File: src/rtl/pix_tx_pkg.sv
// Shared definitions for the pixel UART transmitter.
// Holds the serializer state encoding, the sequencer state encoding, the
// 8N1 frame constants, the pixel field positions and the YUV->RGB helper.
package pix_tx_pkg;

  typedef enum logic [1:0] {IDLE, START, DATA, STOP} tx_state_t;
  typedef enum logic {SEQ_IDLE, SEQ_BYTE1} seq_state_t;

  localparam logic        START_BIT = 1'b0;
  localparam logic        STOP_BIT  = 1'b1;
  localparam int unsigned DATA_BITS = 8;

  // Pixel field positions: {Y, Ur, Vr} on input, {R, G, B} on output.
  localparam int unsigned Y_MSB = 11;
  localparam int unsigned Y_LSB = 8;
  localparam int unsigned U_MSB = 7;
  localparam int unsigned U_LSB = 4;
  localparam int unsigned V_MSB = 3;
  localparam int unsigned V_LSB = 0;

  function automatic logic [3:0] clamp4(input logic signed [6:0] x);
    if (x < 7'sd0)       return 4'h0;
    else if (x > 7'sd15) return 4'hF;
    else                 return x[3:0];
  endfunction

  // G = Y - ((Ur+Vr) >>> 2); R = Ur + G; B = Vr + G; all on unclamped G,
  // clamped to 0..15 only at the end. 7 bits covers the -16..26 range.
  function automatic logic [11:0] yuv_to_rgb(input logic [11:0] pix);
    logic signed [6:0] y, u, v, s, g, r, b;
    y = signed'({3'b000, pix[Y_MSB:Y_LSB]});
    u = signed'({{3{pix[U_MSB]}}, pix[U_MSB:U_LSB]});
    v = signed'({{3{pix[V_MSB]}}, pix[V_MSB:V_LSB]});
    s = (u + v) >>> 2;
    g = y - s;
    r = u + g;
    b = v + g;
    return {clamp4(r), clamp4(g), clamp4(b)};
  endfunction

endpackage

File: src/rtl/uart_tx_byte.sv
// 8N1 byte serializer with a one-byte holding buffer.
// Ports: clk, rst (async, active high), data/load (byte to send; a load while
// busy is held and sent back-to-back after the current stop bit), tx (serial
// line, idle high, registered), done (one-cycle pulse after each stop bit).
module uart_tx_byte
  import pix_tx_pkg::*;
#(
  parameter int unsigned CLKS_PER_BIT = 868
) (
  input  logic       clk,
  input  logic       rst,
  input  logic [7:0] data,
  input  logic       load,
  output logic       tx,
  output logic       done
);

  localparam int unsigned   BW        = $clog2(CLKS_PER_BIT + 1);
  localparam logic [BW-1:0] BAUD_LAST = BW'(CLKS_PER_BIT - 1);
  localparam logic [2:0]    BIT_LAST  = 3'(DATA_BITS - 1);

  tx_state_t     state;
  logic [BW-1:0] baud;
  logic [2:0]    bit_cnt;
  logic [7:0]    shreg;
  logic [7:0]    hold;
  logic          pending;
  logic          bit_end;

  assign bit_end = (baud == BAUD_LAST);

  always_ff @(posedge clk or posedge rst) begin
    if (rst) begin
      state   <= IDLE;
      baud    <= '0;
      bit_cnt <= '0;
      shreg   <= '0;
      hold    <= '0;
      pending <= 1'b0;
      tx      <= 1'b1;
      done    <= 1'b0;
    end else begin
      done <= 1'b0;
      if (state != IDLE) baud <= bit_end ? '0 : baud + 1'b1;
      if (load && state != IDLE) begin
        hold    <= data;
        pending <= 1'b1;
      end
      unique case (state)
        IDLE: if (load) begin
          shreg <= data;
          tx    <= START_BIT;
          state <= START;
        end
        START: if (bit_end) begin
          tx      <= shreg[0];
          shreg   <= shreg >> 1;
          bit_cnt <= '0;
          state   <= DATA;
        end
        DATA: if (bit_end) begin
          if (bit_cnt == BIT_LAST) begin
            tx    <= STOP_BIT;
            state <= STOP;
          end else begin
            tx      <= shreg[0];
            shreg   <= shreg >> 1;
            bit_cnt <= bit_cnt + 1'b1;
          end
        end
        STOP: if (bit_end) begin
          done <= 1'b1;
          // A byte loaded on this very edge counts as pending, so the next
          // start bit follows the stop bit with no idle cycle.
          if (pending || load) begin
            shreg   <= pending ? hold : data;
            pending <= 1'b0;
            tx      <= START_BIT;
            state   <= START;
          end else begin
            state <= IDLE;
          end
        end
        default: state <= IDLE;
      endcase
    end
  end

endmodule

File: src/rtl/pix_uart_tx.sv
// Pixel FIFO + YUV->RGB conversion + two-byte sequencer feeding uart_tx_byte.
// Ports: clk, rst (async, active high), pix_in/pix_valid (pixel push, accepted
// while pix_ready), conv_en (convert at pop when 1), pix_ready (FIFO not full),
// tx (UART line, idle high), busy (frame on line or FIFO non-empty),
// overflow (sticky: push attempted while not ready).
module pix_uart_tx
  import pix_tx_pkg::*;
#(
  parameter int unsigned CLKS_PER_BIT = 868,
  parameter int unsigned FIFO_DEPTH   = 16
) (
  input  logic        clk,
  input  logic        rst,
  input  logic [11:0] pix_in,
  input  logic        pix_valid,
  input  logic        conv_en,
  output logic        pix_ready,
  output logic        tx,
  output logic        busy,
  output logic        overflow
);

  localparam int unsigned AW = $clog2(FIFO_DEPTH);
  localparam int unsigned CW = AW + 1;

  logic [11:0]   mem [FIFO_DEPTH];
  logic [AW-1:0] wr_ptr, rd_ptr;
  logic [CW-1:0] count, count_next;
  logic          push, pop;

  seq_state_t    seq;
  logic          load;
  logic [7:0]    byte_data;
  logic [3:0]    b_q;
  logic          done;
  logic [1:0]    inflight, inflight_next;
  logic          space;
  logic [11:0]   rgb;

  always_comb begin
    push          = pix_valid && pix_ready;
    // Bytes held by the serializer (active + buffered). Counting the load and
    // done pulses of this cycle keeps the estimate conservative.
    inflight_next = inflight + {1'b0, load} - {1'b0, done};
    space         = (inflight_next < 2'd2);
    pop           = (seq == SEQ_IDLE) && (count != '0) && space;
    count_next    = count + CW'(push) - CW'(pop);
    rgb           = conv_en ? yuv_to_rgb(mem[rd_ptr]) : mem[rd_ptr];
  end

  always_ff @(posedge clk) begin
    if (push) mem[wr_ptr] <= pix_in;
  end

  always_ff @(posedge clk or posedge rst) begin
    if (rst) begin
      wr_ptr    <= '0;
      rd_ptr    <= '0;
      count     <= '0;
      pix_ready <= 1'b0;
      overflow  <= 1'b0;
      busy      <= 1'b0;
      inflight  <= '0;
      seq       <= SEQ_IDLE;
      load      <= 1'b0;
      byte_data <= '0;
      b_q       <= '0;
    end else begin
      if (push) wr_ptr <= wr_ptr + 1'b1;
      if (pop)  rd_ptr <= rd_ptr + 1'b1;
      count     <= count_next;
      pix_ready <= (count_next != CW'(FIFO_DEPTH));
      overflow  <= overflow | (pix_valid & ~pix_ready);
      inflight  <= inflight_next;
      busy      <= (count_next != '0) || (inflight_next != '0) || pop || (seq != SEQ_IDLE);
      load      <= 1'b0;
      unique case (seq)
        SEQ_IDLE: if (pop) begin
          byte_data <= rgb[11:4];
          b_q       <= rgb[3:0];
          load      <= 1'b1;
          seq       <= SEQ_BYTE1;
        end
        SEQ_BYTE1: if (space) begin
          byte_data <= {b_q, 4'b0000};
          load      <= 1'b1;
          seq       <= SEQ_IDLE;
        end
        default: seq <= SEQ_IDLE;
      endcase
    end
  end

  uart_tx_byte #(.CLKS_PER_BIT(CLKS_PER_BIT)) u_ser (
    .clk  (clk),
    .rst  (rst),
    .data (byte_data),
    .load (load),
    .tx   (tx),
    .done (done)
  );

endmodule

File: config.mk
export PLATFORM = sky130hd
export DESIGN_NAME = pix_uart_tx
export DESIGN_NICKNAME = d
export VERILOG_FILES = /design/src/rtl/pix_tx_pkg.sv /design/src/rtl/uart_tx_byte.sv /design/src/rtl/pix_uart_tx.sv
export SDC_FILE = /design/constraint.sdc
export NUM_CORES = 1
export LEC_CHECK = 0
export ABC_AREA = 1
export CORE_AREA = 2 2 142 144
export DETAILED_ROUTE_END_ITERATION = 10
export DIE_AREA = 0 0 144 146
export GPL_TIMING_DRIVEN = 1
export PLACE_DENSITY = 0.8
export SETUP_SLACK_MARGIN = 0.3
export SLEW_MARGIN = 30
export SYNTH_ARGS = -nofsm -noshare
export SYNTH_HDL_FRONTEND = slang
export SYNTH_SLANG_ARGS = --single-unit
File: constraint.sdc
create_clock -name clk -period 5.4 [get_ports clk]
set_clock_uncertainty 0.15 [all_clocks]
set_input_delay 1.08 -clock clk [delete_from_list [all_inputs] [get_ports clk]]
set_output_delay 1.08 -clock clk [all_outputs]
set_load 0.05 [all_outputs]
==> results.toml, run 1 <==
[sta]
finalMaxSlewViolations = 0
min_period_ns = 4.88
holdWs_ns = 0.328
fin_setup_tns_ns = 0
hold_viol_final = 0
fin_ws_ns = 0.516
relSlewSlack_pct = 32.0
rsz0062_at_grt = "true"
final_min_period_over_clock_period_pct = 90.5
worst_slew_pin_slew_ns = 1.02
setup_viol = 0
fmax_mhz = 205

[clocking]
root_buffer = "clkbuf_16"
clockBufferDepth = 3
cts_buffers = 27
cts_tree = "yes"
clk_pin_slew_ns = 0.06
clk_latency_ns = 0.54
cts.sink_count = 258
h-tree-depth = 1

[placed_design]
dp_hpwl_um = 15400
place_congestion = 0.902
dpl_worst_slack_ns = 0.267
port_buffers = 19

[synthesis]
syn-num-nets = 1138
yosysSeqAreaShare_pct = 62.8
synthArstFlopShare_pct = 25.6
synth.avg_cell_area_sq_um = 11.0
synth_ff_type = "edfxtp_1"
synth_seq_cells = 258
syn_inst = 1078
synth.distinct_cells = 46
syn_area_sq_mm = 0.0118
yosysWarnings = 0
synth_edf_count = 192

[global_routing]
gr-usage-all-layers_pct = 25.5
antenna_found_initial = 0
grt_overflow = 0
grt_max_degree = 50
grt_pass1_vias = 8087
grt_pass1_wl_um = 41700

[layout]
area.growth.synth_to_final_pct = 14.2
layout-drive-gt1-share_pct = 11.6
num-nets-final = 1178
diodes = 0
final_core_util_pct = 69.8

[setup_path]
end_kind = "flop"
path_buf_inv = 5
start_kind = "flop"
crit_type = "flop to flop"
r2r-start = "rd_ptr[0]"
cp_slowest_cell = "dfrtp_4"
crit_end = "byte_data[7]"
reg2regPathDepth = 27
path_max_fanout = 20
cp_data_required_time_ns = 5.67
r2r-end = "byte_data[7]"
slowest_delay_ns = 0.55
setup.worst_path.start = "rd_ptr[0]"
cpLargestDelayFamily = "compound AO/OA/AOI/OAI gates"
r2r_slack_ns = 0.52
cp.arrival_ns = 5.16
cp.depth = 27

[power]
p_switching_mw = 1.50
p_per_area_mw_per_mm2 = 391
p_leak_nw = 5.25
power_frac_comb_pct = 19.4
ir_worst_vdd_v = 0.000337
intPower_mw = 3.77
p_clk_share_pct = 34.7
swShare_pct = 28.5
power_frac_seq_pct = 45.9

[floorplan]
die_x_um = 144
initial_utilization_pct = 61.1
die_area_sq_mm = 0.0210
rows = 51
die_h_um = 146
design.core.area_sq_mm = 0.0193
ioPinCount = 20

[min_path]
hold_start = "overflow"
hp-class = "flop to flop"

[drt]
ant_nets = 0
firstDrtPassIters = 5
drtIter0Drc = 785
via_per_inst = 5.98
drcViolationCount = 0
wire_per_inst_um = 19.3
vias = 8401
drt-total-wl_um = 27100

[status]
status = "completed"

[run]
maxCapViolations = 0
[per-layer routing]
layer	track usage, %	part of all wire, %
met2	41.8	49
met4	8.33	3.1
met1	34.8	39
met5	0	0
met3	4.38	8.8
[power groups by stage]
stage / logic [mW] / clock network, mW / registers, mW
2_1_floorplan: 0.665 / 0 / 2.47
3_3_place_gp: 0.942 / 0 / 2.45
3_5_place_dp: 0.966 / 0 / 2.46
4_1_cts: 0.973 / 1.85 / 2.42
5_1_grt: 1.13 / 1.93 / 2.44
6_report: 1.02 / 1.83 / 2.42
[metrics by stage]
stage / instance area, sq um / cells / total power, mW
6_report: 13500 / 1404 / 5.28
5_1_grt: 13500 / 1404 / 5.50
4_1_cts: 13200 / 1393 / 5.24
3_5_place_dp: 12300 / 1342 / 3.43
3_3_place_gp: 12300 / 1342 / 3.40
2_1_floorplan: 11800 / 1078 / 3.13
[cell usage after synthesis (all sizes together), types with 2 or more instances]
cell type | number | area share, %
ha | 40 | 4.2
nand3 | 58 | 2.7
dfrtp | 65 | 14
buf | 22 | 1.2
and3 | 2 | 0.11
nor2 | 122 | 3.9
nand2 | 152 | 5.2
edfxtp | 192 | 49
o22ai | 14 | 0.74
clkbuf | 23 | 0.73
o21ai | 140 | 5.9
a21oi | 24 | 1.0
inv | 107 | 3.4
clkinv | 2 | 0.064
nand4 | 5 | 0.26
xnor2 | 6 | 0.45
nor3 | 9 | 0.38
nor4 | 5 | 0.26
o211ai | 24 | 1.5
o221ai | 29 | 2.2
a21o | 3 | 0.19
xor2 | 17 | 1.3
fa | 4 | 0.68
[area by class of cell]
cell class	instances	area [sq um]
flip-flops and latches	258	7420
fillers	1283	5850
multi-input cells	666	3840
clock buffers	31	691
repair buffers	53	554
inverters	109	428
well taps	265	332
clock inverters	19	190
repair inverters	3	25.0
[cell families (layout without fill, tap and decap cells)]
kind of cell             count (synthesis)  in the layout  synth area share [%]
AND/OR/NAND/NOR                        357            357                  13.0
flip-flops                             258            258                  62.8
AO/OA/AOI/OAI                          241            241                  12.0
buffers and inverters                  154            215                  5.43
adder cells (fa/ha/maj)                 44             44                  4.92
XOR/XNOR                                23             23                  1.71
multiplexers                             1              1                0.0954
[worst min-delay path by stage]
| stage | to | cells after the start |
|---|---|---|
| floorplan | byte_data[0] | 2 |
| global placement | byte_data[3] | 2 |
| detailed placement | overflow | 1 |
| CTS | overflow | 1 |
| global route | u_ser.shreg[1] | 1 |
| finish | overflow | 1 |
[state kept, by name (all words and copies together) (netlist names), 4 cells and up]
register / count
b_q: 4
u_ser.hold: 8
u_ser.shreg: 8
mem: 192
wr_ptr: 4
byte_data: 8
u_ser.baud: 10
count: 5
rd_ptr: 4
[worst register-to-register path: cells and delay by family, from the launching register on]
family,cells,cell delay (ns)
adder cells (fa/ha/maj),4,1.10
AND/OR/NAND/NOR,5,0.47
XOR/XNOR,2,0.32
flip-flops,1,0.55
buffers and inverters,5,0.47
AO/OA/AOI/OAI,11,1.69
[placed cells by master (no fill, tap or decap), types with 4 or more instances in the layout]
cell type / instances
a21oi_1: 23
buf_4: 26
clkbuf_1: 4
clkbuf_16: 29
clkdlybuf4s50_1: 19
clkinv_1: 6
clkinv_2: 7
dfrtp_1: 63
edfxtp_1: 192
fa_1: 4
ha_1: 38
inv_1: 96
inv_2: 8
inv_6: 5
nand2_1: 135
nand2_2: 15
nand3_1: 55
nand4_1: 5
nor2_1: 114
nor2_2: 7
nor3_1: 8
nor4_1: 5
o211ai_1: 24
o21ai_0: 118
o21ai_1: 22
o221ai_1: 29
o22ai_1: 14
xnor2_1: 6
xor2_1: 16
[what timing repair did]
| action | 4_1_cts | 5_1_grt |
|---|---|---|
| endpoints found under the setup margin | 5 | 8 |
| buffers inserted | 0 | 6 |
| pin swaps | 0 | 4 |
| gates cloned | 1 | 5 |
| hold endpoints to repair | 0 | 0 |
| hold buffers | 0 | 0 |
| resized for setup | 1 | 31 |
(Power assumes the default switching activity.)
==> inputs of run 2 (changes only) <==
- CORE_AREA: 2 2 142 144 -> 2 2 149 151
- DIE_AREA: 0 0 144 146 -> 0 0 151 153
- PLACE_DENSITY: 0.8 -> 0.76
- clock period: 5.4 -> 4.3 ns (I/O delays scaled with it)
==> run 2 against run 1 <==
The run now ends with setup timing left. Via count rose by 4.1%. Setup slack lost 0.96 ns. Combinational power is 59% higher. Hold slack got worse by 0.0028 ns. Fmax is 2.9% higher. Final area grew 5.9%. Wire length grew 6.5%. Register-to-register slack lost 0.96 ns.
==> results.toml, run 2 (synthesis gave the netlist of run 1 again) <==
[status]
status = "finished with violations"
violations = "setup timing"

[power]
p_total_mw = 7.13
p_per_area_mw_per_mm2 = 499
p_leak_nw = 5.66
ir_worst_vdd_v = 0.000400

[global_routing]
grt_max_degree = 56
gr-usage-all-layers_pct = 24.7
grt_pass1_vias = 8514
grt_overflow = 0
antenna_found_initial = 0
grt_pass1_wl_um = 44500

[drt]
drt-total-wl_um = 28800
drtIter0Drc = 872
firstDrtPassIters = 5
met3WireLength_um = 2710
vias = 8748
wire_per_inst_um = 19.2
drcViolationCount = 0
via_per_inst = 5.83
dr_wl_met2_um = 13800
wl_met1_um = 11200
ant_nets = 0
top_layer = "met4"

[clocking]
clk_pin_slew_ns = 0.06
cts.sink_count = 258
postCtsHoldBufs = 0
cts_buffers = 27
cts_tree = "yes"
clk_latency_ns = 0.55
h-tree-depth = 1
root_buffer = "clkbuf_16"
clockBufferDepth = 3

[layout]
seq_area_sq_mm = 0.00742
max_flop_register = "mem"
design_area_sq_mm = 0.0143
multiInputGateArea_sq_mm = 0.00399
area.growth.synth_to_final_pct = 21.0
reg.largest.list = "mem (192), u_ser.baud (10)"
largest_reg_flops = 192
diodes = 0
final_cell_mix = "edfxtp_1 (192), nand2_1 (134), nor2_1 (117), buf_4 (114), o21ai_0 (95)"
num-nets-final = 1261
final_common_cell = "edfxtp_1"
final_core_util_pct = 66.5
fillCellCount = 1511
layout-drive-gt1-share_pct = 19.8

[setup_path]
start_kind = "flop"
crit_type = "flop to flop"
cp.arrival_ns = 5.01
cp_data_required_time_ns = 4.57
reg2regPathDepth = 23
end_kind = "flop"
r2r_slack_ns = -0.45
r2r-start = "rd_ptr[0]"
r2r-end = "byte_data[6]"
path_max_fanout = 14

[min_path]
holdPathStages = 1
hold_start = "overflow"
holdPathEnd = "overflow"
hp-class = "flop to flop"

[sta]
hold_viol_final = 0
relSlewSlack_pct = 44.6
finalMaxSlewViolations = 0
fmax_mhz = 211
setup_viol = 8
final_min_period_over_clock_period_pct = 110
fin_ws_ns = -0.446
rsz0062_at_grt = "true"
worst_slew_pin_slew_ns = 0.828
min_period_ns = 4.75

[floorplan]
ioPinCount = 20
initial_utilization_pct = 55.0
design.core.area_sq_mm = 0.0215
die_x_um = 151
rows = 54
die_area_sq_mm = 0.0231
die_h_um = 153

[placed_design]
dpl-instance-area_sq_mm = 0.0130
dp_hpwl_um = 18800
dpl_worst_slack_ns = -0.336
place_congestion = 0.858
port_buffers = 19

[run]
maxCapViolations = 0
## run 2: area by class of cell
class                   count  share of cell area (%)
inverters                 109                    2.95
multi-input cells         666                    27.9
well taps                 280                    2.45
clock buffers              29                    4.78
repair buffers            139                    8.13
flip-flops and latches    258                    51.9
clock inverters            19                    1.84
## run 2: how the worst max path moves through the flow
stage / depth (start not counted) / end / slack [ns] / start
finish: 23 / byte_data[6] / -0.45 / rd_ptr[0]
global route: 30 / byte_data[6] / -0.69 / rd_ptr[0]
CTS: 27 / byte_data[6] / -0.29 / rd_ptr[0]
detailed placement: 27 / byte_data[6] / -0.34 / rd_ptr[0]
global placement: 27 / byte_data[5] / -0.13 / rd_ptr[0]
floorplan: 31 / byte_data[4] / -0.32 / rd_ptr[0]
## run 2: metal layers
metal | up-vias | GRT usage, %
met5 | - | 0
met4 | 0 | 10.0
met3 | 86 | 4.57
met2 | 436 | 39.8
met1 | 4186 | 33.2
li1 | 4040 | -
## run 2: critical path: stages, from the launching register on
cell	delay (ns)
dfrtp_2	0.47
buf_4	0.17
buf_12	0.15
o21ai_2	0.14
o22ai_1	0.09
o211ai_1	0.31
nand2_2	0.15
ha_4	0.31
nand2_1	0.05
inv_1	0.09
nand3_4	0.08
nand2_2	0.08
xor2_2	0.19
fa_2	0.53
fa_2	0.41
a21oi_2	0.15
nor2_1	0.06
nor2_2	0.20
xor2_2	0.21
nand3_2	0.15
o21ai_2	0.16
o211ai_1	0.11
o211ai_1	0.12
o21ai_1	0.10
## run 2: repair_timing
action                                  4_1_cts  5_1_grt
resized for setup                            22       35
pin swaps                                    11       14
cloned                                        0        1
endpoints found under the setup margin        8       11
setup buffers                                13        5
## run 2: per-stage QoR
stage	setup TNS [ns]	cells	hold WS, ns
after CTS	-1.42	1494	0.329
after floorplan	-2.46	1078	0.299
after detailed placement	-2.40	1433	0.315
after global placement	-1.03	1433	0.309
final	-2.82	1500	0.325
after global routing	-4.80	1500	0.347
## run 2: power by group
group / internal (mW) / switching (mW)
Sequential: 2.95 / 0.0926
Clock: 1.51 / 0.953
Combinational: 0.645 / 0.979
Total: 5.11 / 2.02
==> inputs of run 3 (changes only) <==
- CORE_AREA: 2 2 149 151 -> 2 2 175 177
- DIE_AREA: 0 0 151 153 -> 0 0 177 179
- PLACE_DENSITY: 0.76 -> 0.59
==> run 3 against run 2 <==
The flow still finishes with violations (setup timing). First-iteration DRC count shrank 23%. Power is 2.6% lower. Global-route usage shrank 5.6 points. Die area up 37%. Hold slack improved by 0.0066 ns. Combinational power is 5% higher. Final area grew 3.0%. Via count down 3.3%. Setup slack better by 0.062 ns. Sequential share of layout area decreased by 1.5 points. Fmax is 1.3% higher. Sequential power about the same. Critical path type unchanged.
==> results.toml, run 3 (synthesis gave the netlist of run 1 again) <==
[status]
status = "finished with violations"
violations = "setup timing"

[placed_design]
dp_hpwl_um = 18100
dpl_worst_slack_ns = -0.408
dp.cells = 1545
port_buffers = 19
place_congestion = 0.856
dpl-instance-area_sq_mm = 0.0131

[setup_path]
start_kind = "flop"
cp_slowest_cell = "dfrtp_4"
cp.arrival_ns = 4.97
path_cells = "buf_8, inv_12, buf_12, o21ai_0, o221ai_1, nand3_1, nand2_2, ha_4, buf_6, xnor2_1, inv_1, ha_2, inv_2, fa_2, fa_2, a21oi_4, nor2_4, nor2_4, xor2_1, nand3_2, o21ai_1, o211ai_1, o211ai_1, o21ai_1"
cp_data_required_time_ns = 4.59
path_max_fanout = 7
end_kind = "flop"
crit_type = "flop to flop"
slowest_delay_ns = 0.54
r2r_slack_ns = -0.38

[sta]
fin_ws_ns = -0.383
worst_slew_pin_slew_ns = 0.730
relSlewSlack_pct = 51.3
hold_viol_final = 0
final_min_period_over_clock_period_pct = 109
rsz0062_at_grt = "true"
min_period_ns = 4.68
setup_viol = 8
finalMaxSlewViolations = 0
fmax_mhz = 214

[drt]
ant_nets = 0
drtIter0Drc = 673
drcViolationCount = 0
vias = 8457
via_per_inst = 5.18
wire_per_inst_um = 18.1
firstDrtPassIters = 7
drt-total-wl_um = 29500

[floorplan]
rows = 64
die_x_um = 177
initial_utilization_pct = 39.3
die_h_um = 179
design.core.area_sq_mm = 0.0300
ioPinCount = 20
die_area_sq_mm = 0.0317

[layout]
final_cell_mix = "edfxtp_1 (192), nand2_1 (129), buf_4 (115), nor2_1 (112), o21ai_0 (89)"
diodes = 0
largest_reg_flops = 192
design_area_sq_mm = 0.0147
area.growth.synth_to_final_pct = 24.6
max_flop_register = "mem"
final_cells = 1632
layout-drive-gt1-share_pct = 21.8
reg.largest.list = "mem (192), u_ser.baud (10)"
num-nets-final = 1277
final_core_util_pct = 49.0
final_common_cell = "edfxtp_1"
fillCellCount = 2684

[clocking]
clk_latency_ns = 0.57
postCtsHoldBufs = 0
clockBufferDepth = 3
cts_tree = "yes"
cts.sink_count = 258
clk_pin_slew_ns = 0.06
root_buffer = "clkbuf_16"
cts_buffers = 29
h-tree-depth = 1

[power]
p_per_area_mw_per_mm2 = 472
ir_worst_vdd_v = 0.000318
p_leak_nw = 5.78

[global_routing]
antenna_found_initial = 0
grt_overflow = 0
grt_use_met3_pct = 2.67
grt_max_degree = 42
met1_usage_pct = 25.8
use_met2_pct = 32.7
grt_pass1_vias = 8365
gr-usage-all-layers_pct = 19.1
busiest_layer = "met2"
grt_pass1_wl_um = 46600

[min_path]
hp-class = "flop to flop"

[run]
maxCapViolations = 0
[run 3: repair_timing]
item,CTS,global route
setup buffers,27,3
pin swaps,45,38
cloned,6,1
resized for setup,80,32
setup endpoints to repair,8,12
[run 3: worst max-delay path: cells and delay by family, from the launching register on]
family,cells,cell delay (ns)
fa+ha+maj,4,1.35
compound gates,7,0.90
flops,1,0.54
buf+inv,6,0.62
xor+xnor,2,0.37
simple gates,5,0.61
[run 3: cell type report]
class	instances	area (sq um)	share of cell area [%]
clock buffers	36	752	5.11
clock inverters	14	81.3	0.553
inverters	109	428	2.91
multi-input cells	666	4120	28.0
flip-flops and latches	258	7420	50.4
well taps	396	495	3.37
repair buffers	151	1390	9.47
repair inverters	2	22.5	0.153
[run 3: report_power, final]
part	switching (mW)	internal, mW	total (mW)
combinational	1.01	0.697	1.70
sequential	0.0887	2.95	3.04
clock	0.970	1.23	2.20
[run 3: path summary, 6_finish.rpt]
path	startpoint	end	cells after the start
worst max-delay path	rd_ptr[0]	byte_data[4]	24
worst min-delay path	overflow	overflow	1
worst max register to register	rd_ptr[0]	byte_data[4]	24
worst min register to register	overflow	overflow	1
max in group asynchronous	rst	u_ser.tx	3
min in group asynchronous	rst	u_ser.baud[4]	2
[run 3: metrics by stage]
stage / hold WS [ns] / total power, mW / TNS [ns]
6_report: 0.332 / 6.95 / -2.55
2_1_floorplan: 0.299 / 3.98 / -2.46
3_3_place_gp: 0.311 / 4.52 / -1.94
4_1_cts: 0.338 / 6.91 / -1.59
3_5_place_dp: 0.322 / 4.55 / -2.66
5_1_grt: 0.357 / 7.29 / -4.47
[run 3: routing by layer]
metal | vias to the layer above | share of wire, %
li1 | 4068 | -
met1 | 4130 | 43
met2 | 214 | 49
met3 | 45 | 5.4
met4 | 0 | 2.3
met5 | - | 0
